[src/rtl/dcache_controller_if.sv]
// Bundle of the CPU, cache-SRAM and data-memory signals seen by the data-cache controller.
// The controller takes the master modport; the pipeline, SRAM and memory side takes the slave modport.
interface dcache_controller_if #(
  parameter int MEM_ADDR_W = 32,
  parameter int LINE_W     = 256
);
  localparam int TAG_W      = MEM_ADDR_W - 4 - $clog2(LINE_W / 8);
  localparam int SRAM_TAG_W = TAG_W + 2;

  // Pipeline MEM stage
  logic                  cpu_req_i;
  logic                  cpu_we_i;
  logic [MEM_ADDR_W-1:0] cpu_addr_i;
  logic [31:0]           cpu_data_i;
  logic [31:0]           cpu_data_o;
  logic                  cpu_stall_o;

  // Cache SRAM port
  logic [3:0]            sram_idx_o;
  logic [SRAM_TAG_W-1:0] sram_tag_o;
  logic [LINE_W-1:0]     sram_data_o;
  logic                  sram_en_o;
  logic                  sram_we_o;
  logic [SRAM_TAG_W-1:0] sram_tag_i;
  logic [LINE_W-1:0]     sram_data_i;
  logic                  sram_hit_i;

  // Data memory req/ack port
  logic [MEM_ADDR_W-1:0] mem_addr_o;
  logic [LINE_W-1:0]     mem_data_o;
  logic                  mem_en_o;
  logic                  mem_we_o;
  logic [LINE_W-1:0]     mem_data_i;
  logic                  mem_ack_i;

  modport master (
    input  cpu_req_i, cpu_we_i, cpu_addr_i, cpu_data_i,
    output cpu_data_o, cpu_stall_o,
    output sram_idx_o, sram_tag_o, sram_data_o, sram_en_o, sram_we_o,
    input  sram_tag_i, sram_data_i, sram_hit_i,
    output mem_addr_o, mem_data_o, mem_en_o, mem_we_o,
    input  mem_data_i, mem_ack_i
  );

  modport slave (
    output cpu_req_i, cpu_we_i, cpu_addr_i, cpu_data_i,
    input  cpu_data_o, cpu_stall_o,
    input  sram_idx_o, sram_tag_o, sram_data_o, sram_en_o, sram_we_o,
    output sram_tag_i, sram_data_i, sram_hit_i,
    input  mem_addr_o, mem_data_o, mem_en_o, mem_we_o,
    output mem_data_i, mem_ack_i
  );
endinterface

[src/rtl/dcache_controller.sv]
// Miss-sequencing controller for the 16-set, 2-way, 256-bit-line data cache SRAM.
// Serves word loads/stores on a hit; on a miss writes back a dirty victim, refills, then fills the SRAM.
module dcache_controller #(
  parameter int MEM_ADDR_W = 32,
  parameter int LINE_W     = 256
) (
  input  logic                clk_i,
  input  logic                rst_i,
  dcache_controller_if.master bus
);
  localparam int OFFSET_W   = $clog2(LINE_W / 8);
  localparam int WORD_SEL_W = $clog2(LINE_W / 32);
  localparam int INDEX_W    = 4;
  localparam int TAG_W      = MEM_ADDR_W - INDEX_W - OFFSET_W;
  localparam int VALID_BIT  = TAG_W + 1;
  localparam int DIRTY_BIT  = TAG_W;

  typedef enum logic [1:0] {
    S_IDLE,
    S_WRITEBACK,
    S_REFILL,
    S_FILL
  } state_t;

  state_t              r_state;
  state_t              w_state_nxt;
  logic [TAG_W-1:0]    r_victim_tag;
  logic [LINE_W-1:0]   r_victim_line;
  logic [TAG_W-1:0]    r_req_tag;
  logic [INDEX_W-1:0]  r_req_idx;
  logic [LINE_W-1:0]   r_refill_line;

  logic [TAG_W-1:0]      w_tag;
  logic [INDEX_W-1:0]    w_idx;
  logic [WORD_SEL_W-1:0] w_word;
  logic                  w_hit;
  logic                  w_miss;
  logic                  w_victim_dirty;
  logic [LINE_W-1:0]     w_merged;
  logic                  w_unused_ok;

  assign w_tag          = bus.cpu_addr_i[MEM_ADDR_W-1 -: TAG_W];
  assign w_idx          = bus.cpu_addr_i[OFFSET_W +: INDEX_W];
  assign w_word         = bus.cpu_addr_i[2 +: WORD_SEL_W];
  assign w_hit          = bus.sram_hit_i & bus.sram_tag_i[VALID_BIT];
  assign w_miss         = bus.cpu_req_i & ~w_hit;
  assign w_victim_dirty = bus.sram_tag_i[VALID_BIT] & bus.sram_tag_i[DIRTY_BIT];
  // Accesses are word-granular, so the byte-within-word bits are intentionally ignored.
  assign w_unused_ok    = &{1'b0, bus.cpu_addr_i[1:0]};

  always_comb begin
    w_merged = bus.sram_data_i;
    w_merged[int'(w_word) * 32 +: 32] = bus.cpu_data_i;
  end

  always_comb begin
    // NOTE: every output and the next state get a default first so no path through the case infers a latch.
    w_state_nxt      = r_state;
    bus.cpu_data_o   = '0;
    bus.cpu_stall_o  = 1'b0;
    bus.sram_idx_o   = w_idx;
    bus.sram_tag_o   = '0;
    bus.sram_data_o  = '0;
    bus.sram_en_o    = 1'b1;
    bus.sram_we_o    = 1'b0;
    bus.mem_addr_o   = '0;
    bus.mem_data_o   = '0;
    bus.mem_en_o     = 1'b0;
    bus.mem_we_o     = 1'b0;

    unique case (r_state)
      S_IDLE: begin
        bus.sram_en_o = bus.cpu_req_i;
        if (bus.cpu_req_i && w_hit) begin
          if (bus.cpu_we_i) begin
            bus.sram_we_o   = 1'b1;
            bus.sram_tag_o  = {2'b11, w_tag};
            bus.sram_data_o = w_merged;
          end else begin
            bus.cpu_data_o = bus.sram_data_i[int'(w_word) * 32 +: 32];
          end
        end else if (w_miss) begin
          bus.cpu_stall_o = 1'b1;
          w_state_nxt     = w_victim_dirty ? S_WRITEBACK : S_REFILL;
        end
      end

      S_WRITEBACK: begin
        bus.cpu_stall_o = 1'b1;
        bus.mem_en_o    = 1'b1;
        bus.mem_we_o    = 1'b1;
        bus.mem_addr_o  = {r_victim_tag, r_req_idx, {OFFSET_W{1'b0}}};
        bus.mem_data_o  = r_victim_line;
        if (bus.mem_ack_i) w_state_nxt = S_REFILL;
      end

      S_REFILL: begin
        bus.cpu_stall_o = 1'b1;
        bus.mem_en_o    = 1'b1;
        bus.mem_addr_o  = {r_req_tag, r_req_idx, {OFFSET_W{1'b0}}};
        if (bus.mem_ack_i) w_state_nxt = S_FILL;
      end

      S_FILL: begin
        // The SRAM places this line in its LRU way; the next IDLE cycle then sees a hit.
        bus.cpu_stall_o = 1'b1;
        bus.sram_we_o   = 1'b1;
        bus.sram_tag_o  = {2'b10, r_req_tag};
        bus.sram_data_o = r_refill_line;
        w_state_nxt     = S_IDLE;
      end

      default: w_state_nxt = S_IDLE;
    endcase

    // Reset must silence the SRAM and memory ports at once, not at the next edge.
    if (rst_i) begin
      w_state_nxt      = S_IDLE;
      bus.cpu_data_o   = '0;
      bus.cpu_stall_o  = 1'b0;
      bus.sram_idx_o   = '0;
      bus.sram_tag_o   = '0;
      bus.sram_data_o  = '0;
      bus.sram_en_o    = 1'b0;
      bus.sram_we_o    = 1'b0;
      bus.mem_addr_o   = '0;
      bus.mem_data_o   = '0;
      bus.mem_en_o     = 1'b0;
      bus.mem_we_o     = 1'b0;
    end
  end

  // NOTE: state and capture registers use non-blocking assignments so every register sees pre-edge values.
  always_ff @(posedge clk_i or posedge rst_i) begin
    if (rst_i) begin
      r_state       <= S_IDLE;
      r_victim_tag  <= '0;
      r_victim_line <= '0;
      r_req_tag     <= '0;
      r_req_idx     <= '0;
      r_refill_line <= '0;
    end else begin
      r_state <= w_state_nxt;
      if (r_state == S_IDLE && w_miss) begin
        r_victim_tag  <= bus.sram_tag_i[TAG_W-1:0];
        r_victim_line <= bus.sram_data_i;
        r_req_tag     <= w_tag;
        r_req_idx     <= w_idx;
      end
      if (r_state == S_REFILL && bus.mem_ack_i) begin
        r_refill_line <= bus.mem_data_i;
      end
    end
  end
endmodule

[src/flat_wrapper.sv]
// flat-port wrapper written by rule: the top's interface ports become plain ports
module dcache_controller_flat 
#(
  parameter int MEM_ADDR_W = 32,
  parameter int LINE_W     = 256
)
  (clk_i, rst_i, bus_cpu_req_i, bus_cpu_we_i, bus_cpu_addr_i, bus_cpu_data_i, bus_cpu_data_o, bus_cpu_stall_o, bus_sram_idx_o, bus_sram_tag_o, bus_sram_data_o, bus_sram_en_o, bus_sram_we_o, bus_sram_tag_i, bus_sram_data_i, bus_sram_hit_i, bus_mem_addr_o, bus_mem_data_o, bus_mem_en_o, bus_mem_we_o, bus_mem_data_i, bus_mem_ack_i);
  dcache_controller_if #(.MEM_ADDR_W(MEM_ADDR_W), .LINE_W(LINE_W)) bus_i ();
  input  logic clk_i;
  input  logic rst_i;
  input wire logic [$bits(bus_i.cpu_req_i)-1:0] bus_cpu_req_i;
  input wire logic [$bits(bus_i.cpu_we_i)-1:0] bus_cpu_we_i;
  input wire logic [$bits(bus_i.cpu_addr_i)-1:0] bus_cpu_addr_i;
  input wire logic [$bits(bus_i.cpu_data_i)-1:0] bus_cpu_data_i;
  output wire logic [$bits(bus_i.cpu_data_o)-1:0] bus_cpu_data_o;
  output wire logic [$bits(bus_i.cpu_stall_o)-1:0] bus_cpu_stall_o;
  output wire logic [$bits(bus_i.sram_idx_o)-1:0] bus_sram_idx_o;
  output wire logic [$bits(bus_i.sram_tag_o)-1:0] bus_sram_tag_o;
  output wire logic [$bits(bus_i.sram_data_o)-1:0] bus_sram_data_o;
  output wire logic [$bits(bus_i.sram_en_o)-1:0] bus_sram_en_o;
  output wire logic [$bits(bus_i.sram_we_o)-1:0] bus_sram_we_o;
  input wire logic [$bits(bus_i.sram_tag_i)-1:0] bus_sram_tag_i;
  input wire logic [$bits(bus_i.sram_data_i)-1:0] bus_sram_data_i;
  input wire logic [$bits(bus_i.sram_hit_i)-1:0] bus_sram_hit_i;
  output wire logic [$bits(bus_i.mem_addr_o)-1:0] bus_mem_addr_o;
  output wire logic [$bits(bus_i.mem_data_o)-1:0] bus_mem_data_o;
  output wire logic [$bits(bus_i.mem_en_o)-1:0] bus_mem_en_o;
  output wire logic [$bits(bus_i.mem_we_o)-1:0] bus_mem_we_o;
  input wire logic [$bits(bus_i.mem_data_i)-1:0] bus_mem_data_i;
  input wire logic [$bits(bus_i.mem_ack_i)-1:0] bus_mem_ack_i;
  assign bus_i.cpu_req_i = bus_cpu_req_i;
  assign bus_i.cpu_we_i = bus_cpu_we_i;
  assign bus_i.cpu_addr_i = bus_cpu_addr_i;
  assign bus_i.cpu_data_i = bus_cpu_data_i;
  assign bus_cpu_data_o = bus_i.cpu_data_o;
  assign bus_cpu_stall_o = bus_i.cpu_stall_o;
  assign bus_sram_idx_o = bus_i.sram_idx_o;
  assign bus_sram_tag_o = bus_i.sram_tag_o;
  assign bus_sram_data_o = bus_i.sram_data_o;
  assign bus_sram_en_o = bus_i.sram_en_o;
  assign bus_sram_we_o = bus_i.sram_we_o;
  assign bus_i.sram_tag_i = bus_sram_tag_i;
  assign bus_i.sram_data_i = bus_sram_data_i;
  assign bus_i.sram_hit_i = bus_sram_hit_i;
  assign bus_mem_addr_o = bus_i.mem_addr_o;
  assign bus_mem_data_o = bus_i.mem_data_o;
  assign bus_mem_en_o = bus_i.mem_en_o;
  assign bus_mem_we_o = bus_i.mem_we_o;
  assign bus_i.mem_data_i = bus_mem_data_i;
  assign bus_i.mem_ack_i = bus_mem_ack_i;
  dcache_controller #(.MEM_ADDR_W(MEM_ADDR_W), .LINE_W(LINE_W)) u_core (.clk_i(clk_i), .rst_i(rst_i), .bus(bus_i));
endmodule
[config.mk]
export PLATFORM = sky130hd
export DESIGN_NAME = dcache_controller_flat
export DESIGN_NICKNAME = d
export VERILOG_FILES = /design/src/rtl/dcache_controller_if.sv /design/src/rtl/dcache_controller.sv /design/src/flat_wrapper.sv
export SDC_FILE = /design/constraint.sdc
export NUM_CORES = 1
export LEC_CHECK = 0
export CAP_MARGIN = 10
export CORE_AREA = 2 2 471 473
export CTS_BUF_LIST = sky130_fd_sc_hd__clkbuf_8
export DETAILED_ROUTE_END_ITERATION = 16
export DIE_AREA = 0 0 473 475
export HOLD_SLACK_MARGIN = 0.05
export PLACE_DENSITY = 0.3
export SYNTH_ARGS = -nofsm -noshare
export SYNTH_HDL_FRONTEND = slang
export SYNTH_SLANG_ARGS = --single-unit
[constraint.sdc]
create_clock -name clk_i -period 29.7 [get_ports clk_i]
set_input_delay 5.94 -clock clk_i [delete_from_list [all_inputs] [get_ports clk_i]]
set_output_delay 5.94 -clock clk_i [all_outputs]
set_load 0.05 [all_outputs]
==> impl_metrics.csv <==
group,metric,value,unit
outcome,status,"complete, no violations",
sta,unrepaired_setup_endpoints_after_global_routing,"no",
setup_path,worst_path_most_repeated_cell,"sky130_fd_sc_hd__clkdlybuf4s50_1",
min_path,min-delay-start,"u_core.r_refill_line[3]",
clock_network,numClockSinks,564,
place,portBuffers,1209,
final_layout,stdcell_count,6599,
setup_path,r2r.worst_path.cells,8,
setup_path,critical_path.reg2reg.endpoint,"u_core.r_refill_line[241]",
yosys,synth_largest_type_area_fraction,46.8,%
final_layout,multi_input_comb_area,15000,um^2
drt,detail_route.wl_per_cell,35.0,um
drt,drc,0,
place,placedCellCount,6358,
yosys,synth-seq-area-share,46.8,%
setup_path,setup.reg_to_reg.worst_slack,25460,ps
min_path,worstHoldEndpoint,"u_core.r_refill_line[3]",
yosys,area_contributors_post_synth,"sky130_fd_sc_hd__dfrtp_1 (47%), sky130_fd_sc_hd__mux2_2 (21%), sky130_fd_sc_hd__a221o_1 (6.4%)",
floorplan,floorplan.die_area,225000,um^2
sta,finalSetupTns,0,ps
sta,post-route-period-util,56.5,%
final_layout,final_cell_mix,"sky130_fd_sc_hd__clkdlybuf4s50_1 (1207), sky130_fd_sc_hd__dfrtp_1 (564), sky130_fd_sc_hd__mux2_2 (562)",
grt,number_of_antenna_violations_at_the_first_check_in_global_routing,65,
floorplan,core_region_area,219000,um^2
yosys,synth_area_leader_cell,"sky130_fd_sc_hd__dfrtp_1",
setup_path,cp_max_fo,20,
sta,slew_violations,0,
yosys,largest_family_of_logic_cells_by_synthesized_area,"multiplexers",
final_layout,layout_fillers,23800,
clock_network,postCtsResizedCells,0,
clock_network,cts_made_buffers,135,
floorplan,die_height,475,um
power_and_ir_drop,power.ir.vdd_worst,0.0425,mV
drt,drtPass1Iterations,5,
min_path,hold_path.class,"flop to flop",
setup_path,delay_contributed_by_the_slowest_stage_of_the_critical_path,1070,ps
clock_network,cts.hold.buffers_added,0,
yosys,post_synth_xor_area_fraction,0,%
grt,grt_max_degree,148,
yosys,avgSynthCellArea,12.2,um^2
floorplan,die_width,473,um
clock_network,htree_num_levels,4,
sta,post_layout_minimum_cycle_time,16780,ps
final_layout,area.growth.synth_to_final,59.2,%
yosys,yosys_register_bits,564,
yosys,synth_compound_gate_area_share,11.6,%
sta,tightest_slew,1090,ps
drt,residual_antenna_violating_net_count_after_detailed_routing,0,
grt,grt-ovfl-total,0,
yosys,synthSimpleGateAreaFrac,11.4,%
setup_path,timing.critical_path.max_delay_family,"buffers and inverters",
power_and_ir_drop,total_leakage_power,19.0,nW
floorplan,rows,172,
setup_path,cell_breakdown_of_the_critical_path,"clkdlybuf4s50_1, inv_1, ha_1, inv_2, or3_1, nor2_4, buf_4, a221o_1, clkdlybuf4s50_1",
setup_path,timing.critical_path.buf_inv,5,
setup_path,critical_path_arrival,10840,ps
floorplan,initial_utilization,13.8,%
yosys,netlist_area,30200,um^2
sta,final-setup-viol-count,0,
min_path,hold-path-cell-count,1,
grt,grt_first_pass_wirelength,301000,um
setup_path,endpoint_kind,"output port",
yosys,yosys_warnings,0,
clock_network,clk_root_buffer_cell,"sky130_fd_sc_hd__clkbuf_8",
setup_path,timing.critical_path.from_type,"primary input",
power_and_ir_drop,power.density_cell_area,80.8,nW/um^2
sta,fin_skew,60.5,ps
place,globalplace.congestion,0.779,
yosys,yosys.cell_types.count,43,
clock_network,cts_clock_pin_slew_for_the_worst_setup_and_hold_paths,50,ps
yosys,yosys-mux-area-fraction,25.8,%
sta,relSlewSlack,27.5,%
grt,first_global_vias,29700,
setup_path,timing.setup.critical_path_class,"primary input to output port",
drt,vias,27600,
clock_network,cts-root-to-sink-buffers,3,
power_and_ir_drop,power,3.88,mW
clock_network,postCtsSetupBuffers,0,
drt,detail_route.wirelength,231000,um
yosys,syn-instance-count,2476,
final_layout,register_area,14100,um^2
place,detailed_place_hpwl,168000,um
drt,drt-vias-per-instance,4.18,
drt,dr.first_iter.drc_count,1310,
final_layout,mostFrequentLayoutCell,"sky130_fd_sc_hd__clkdlybuf4s50_1",
setup_path,critPathSlowestCell,"sky130_fd_sc_hd__clkdlybuf4s50_1",
final_layout,post_route_cells_drive_above_1_share,24.3,%
sta,fmax,59.6,MHz
final_layout,num-nets-final,4241,
clock_network,clk-insertion-delay-late,930,ps
grt,grt.total_usage,19.9,%
yosys,synth_adder_area_share,0.415,%
flow_run,max_cap_violations,0,
clock_network,tritoncts,"yes",
floorplan,floorplan.io_pins,1217,
setup_path,cp.required,23760,ps
setup_path,timing.rr.start,"u_core.r_state[0]",
sta,hold_violations,0,
==> cell type report <==
class	instances	area share (%)
clock buffers	152	4.36
clock inverters	71	0.852
well taps	2871	7.48
multi-input cells	1635	31.3
inverters	10	0.0938
flip-flops and latches	564	29.4
repair buffers	1278	26.4
diodes	18	0.0938
==> worst max path at each step <==
stage	cells after the start	to	from	slack, ps
2_1_floorplan	4	bus_mem_addr_o[10]	rst_i	2810
3_3_place_gp	10	bus_sram_data_o[52]	bus_cpu_addr_i[2]	12830
3_5_place_dp	9	bus_sram_data_o[52]	bus_cpu_addr_i[4]	12820
4_1_cts	9	bus_sram_data_o[52]	bus_cpu_addr_i[4]	12810
5_1_grt	9	bus_sram_data_o[52]	bus_cpu_addr_i[4]	12660
6_report	9	bus_sram_data_o[53]	bus_cpu_addr_i[4]	12920
==> cell usage after synthesis <==
| library cell | n |
|---|---|
| sky130_fd_sc_hd__nand3b_1 | 1 |
| sky130_fd_sc_hd__a2bb2oi_1 | 1 |
| sky130_fd_sc_hd__a22oi_1 | 87 |
| sky130_fd_sc_hd__o21ai_1 | 12 |
| sky130_fd_sc_hd__inv_2 | 2 |
| sky130_fd_sc_hd__or3_4 | 1 |
| sky130_fd_sc_hd__o31ai_1 | 1 |
| sky130_fd_sc_hd__nor4_2 | 4 |
| sky130_fd_sc_hd__mux2_2 | 562 |
| sky130_fd_sc_hd__nor2_1 | 32 |
| sky130_fd_sc_hd__and2_1 | 261 |
| sky130_fd_sc_hd__buf_4 | 7 |
| sky130_fd_sc_hd__and4_1 | 2 |
| sky130_fd_sc_hd__a31oi_2 | 3 |
| sky130_fd_sc_hd__ha_1 | 10 |
| sky130_fd_sc_hd__buf_6 | 3 |
| sky130_fd_sc_hd__nand2_1 | 67 |
| sky130_fd_sc_hd__a21oi_2 | 2 |
| sky130_fd_sc_hd__conb_1 | 1 |
| sky130_fd_sc_hd__nor2_2 | 1 |
| sky130_fd_sc_hd__inv_1 | 8 |
| sky130_fd_sc_hd__or3_1 | 1 |
| sky130_fd_sc_hd__a21oi_1 | 3 |
| sky130_fd_sc_hd__nand2b_1 | 1 |
| sky130_fd_sc_hd__nand4_1 | 3 |
| sky130_fd_sc_hd__nand3_1 | 4 |
| sky130_fd_sc_hd__o21ai_0 | 52 |
| sky130_fd_sc_hd__buf_2 | 91 |
| sky130_fd_sc_hd__a221o_1 | 192 |
| sky130_fd_sc_hd__a21bo_2 | 1 |
| sky130_fd_sc_hd__dfrtp_1 | 564 |
| sky130_fd_sc_hd__a311oi_1 | 1 |
| sky130_fd_sc_hd__and3_1 | 194 |
| sky130_fd_sc_hd__o2111ai_1 | 1 |
| sky130_fd_sc_hd__mux4_2 | 64 |
| sky130_fd_sc_hd__a22o_1 | 55 |
| sky130_fd_sc_hd__nor2b_1 | 6 |
| sky130_fd_sc_hd__or2_2 | 1 |
| sky130_fd_sc_hd__buf_1 | 33 |
| sky130_fd_sc_hd__nor4_1 | 2 |
| sky130_fd_sc_hd__nor4b_2 | 1 |
| sky130_fd_sc_hd__nand3_2 | 1 |
| sky130_fd_sc_hd__clkbuf_1 | 137 |
==> logic make-up after synthesis <==
logic type	Yosys count
mux	626
simple gates	583
flops	564
compound gates	411
other cells	1
fa+ha+maj	10
buf+inv	281
==> report_power, final <==
group,internal [mW],leakage (nW),switching [mW]
Sequential,1.17,6.66,0.190
Combinational,0.694,10.9,0.898
Clock,0.483,1.47,0.453
Total,2.34,19.0,1.54
==> stage by stage <==
stage          util, %  setup slack [ps]  cell area [um^2]  hold slack (ps)
2_1_floorplan        -              2810             30200              471
3_3_place_gp      20.8             12830             45500              479
3_5_place_dp      20.8             12820             45500              484
4_1_cts           21.9             12810             48000              496
5_1_grt           21.9             12660             48000              500
6_report          21.9             12920             48000              493
==> metal layers <==
| layer | routed length (um) | share of wire [%] | track usage, % | vias up |
|---|---|---|---|---|
| li1 | - | - | - | 11600 |
| met1 | 95500 | 41 | 24.0 | 14500 |
| met2 | 108000 | 47 | 32.8 | 1186 |
| met3 | 21500 | 9.3 | 8.04 | 304 |
| met4 | 5580 | 2.4 | 4.95 | 52 |
| met5 | 321 | 0.14 | 0 | - |
==> registers in the layout, summed over array words and instances, names as in the netlist <==
register,flops
u_core.r_refill_line,256
u_core.r_state,2
u_core.r_req_idx,4
u_core.r_victim_line,256
u_core.r_req_tag,23
u_core.r_victim_tag,23
==> worst register-to-register path: cells and delay by family, from the launching register on <==
kind	cells	cell delay, ps
buffers and inverters	5	2720
multiplexers	1	460
flip-flops	1	440
AND/OR/NAND/NOR	1	300
adder cells (fa/ha/maj)	1	200
(Power assumes the default switching activity.)
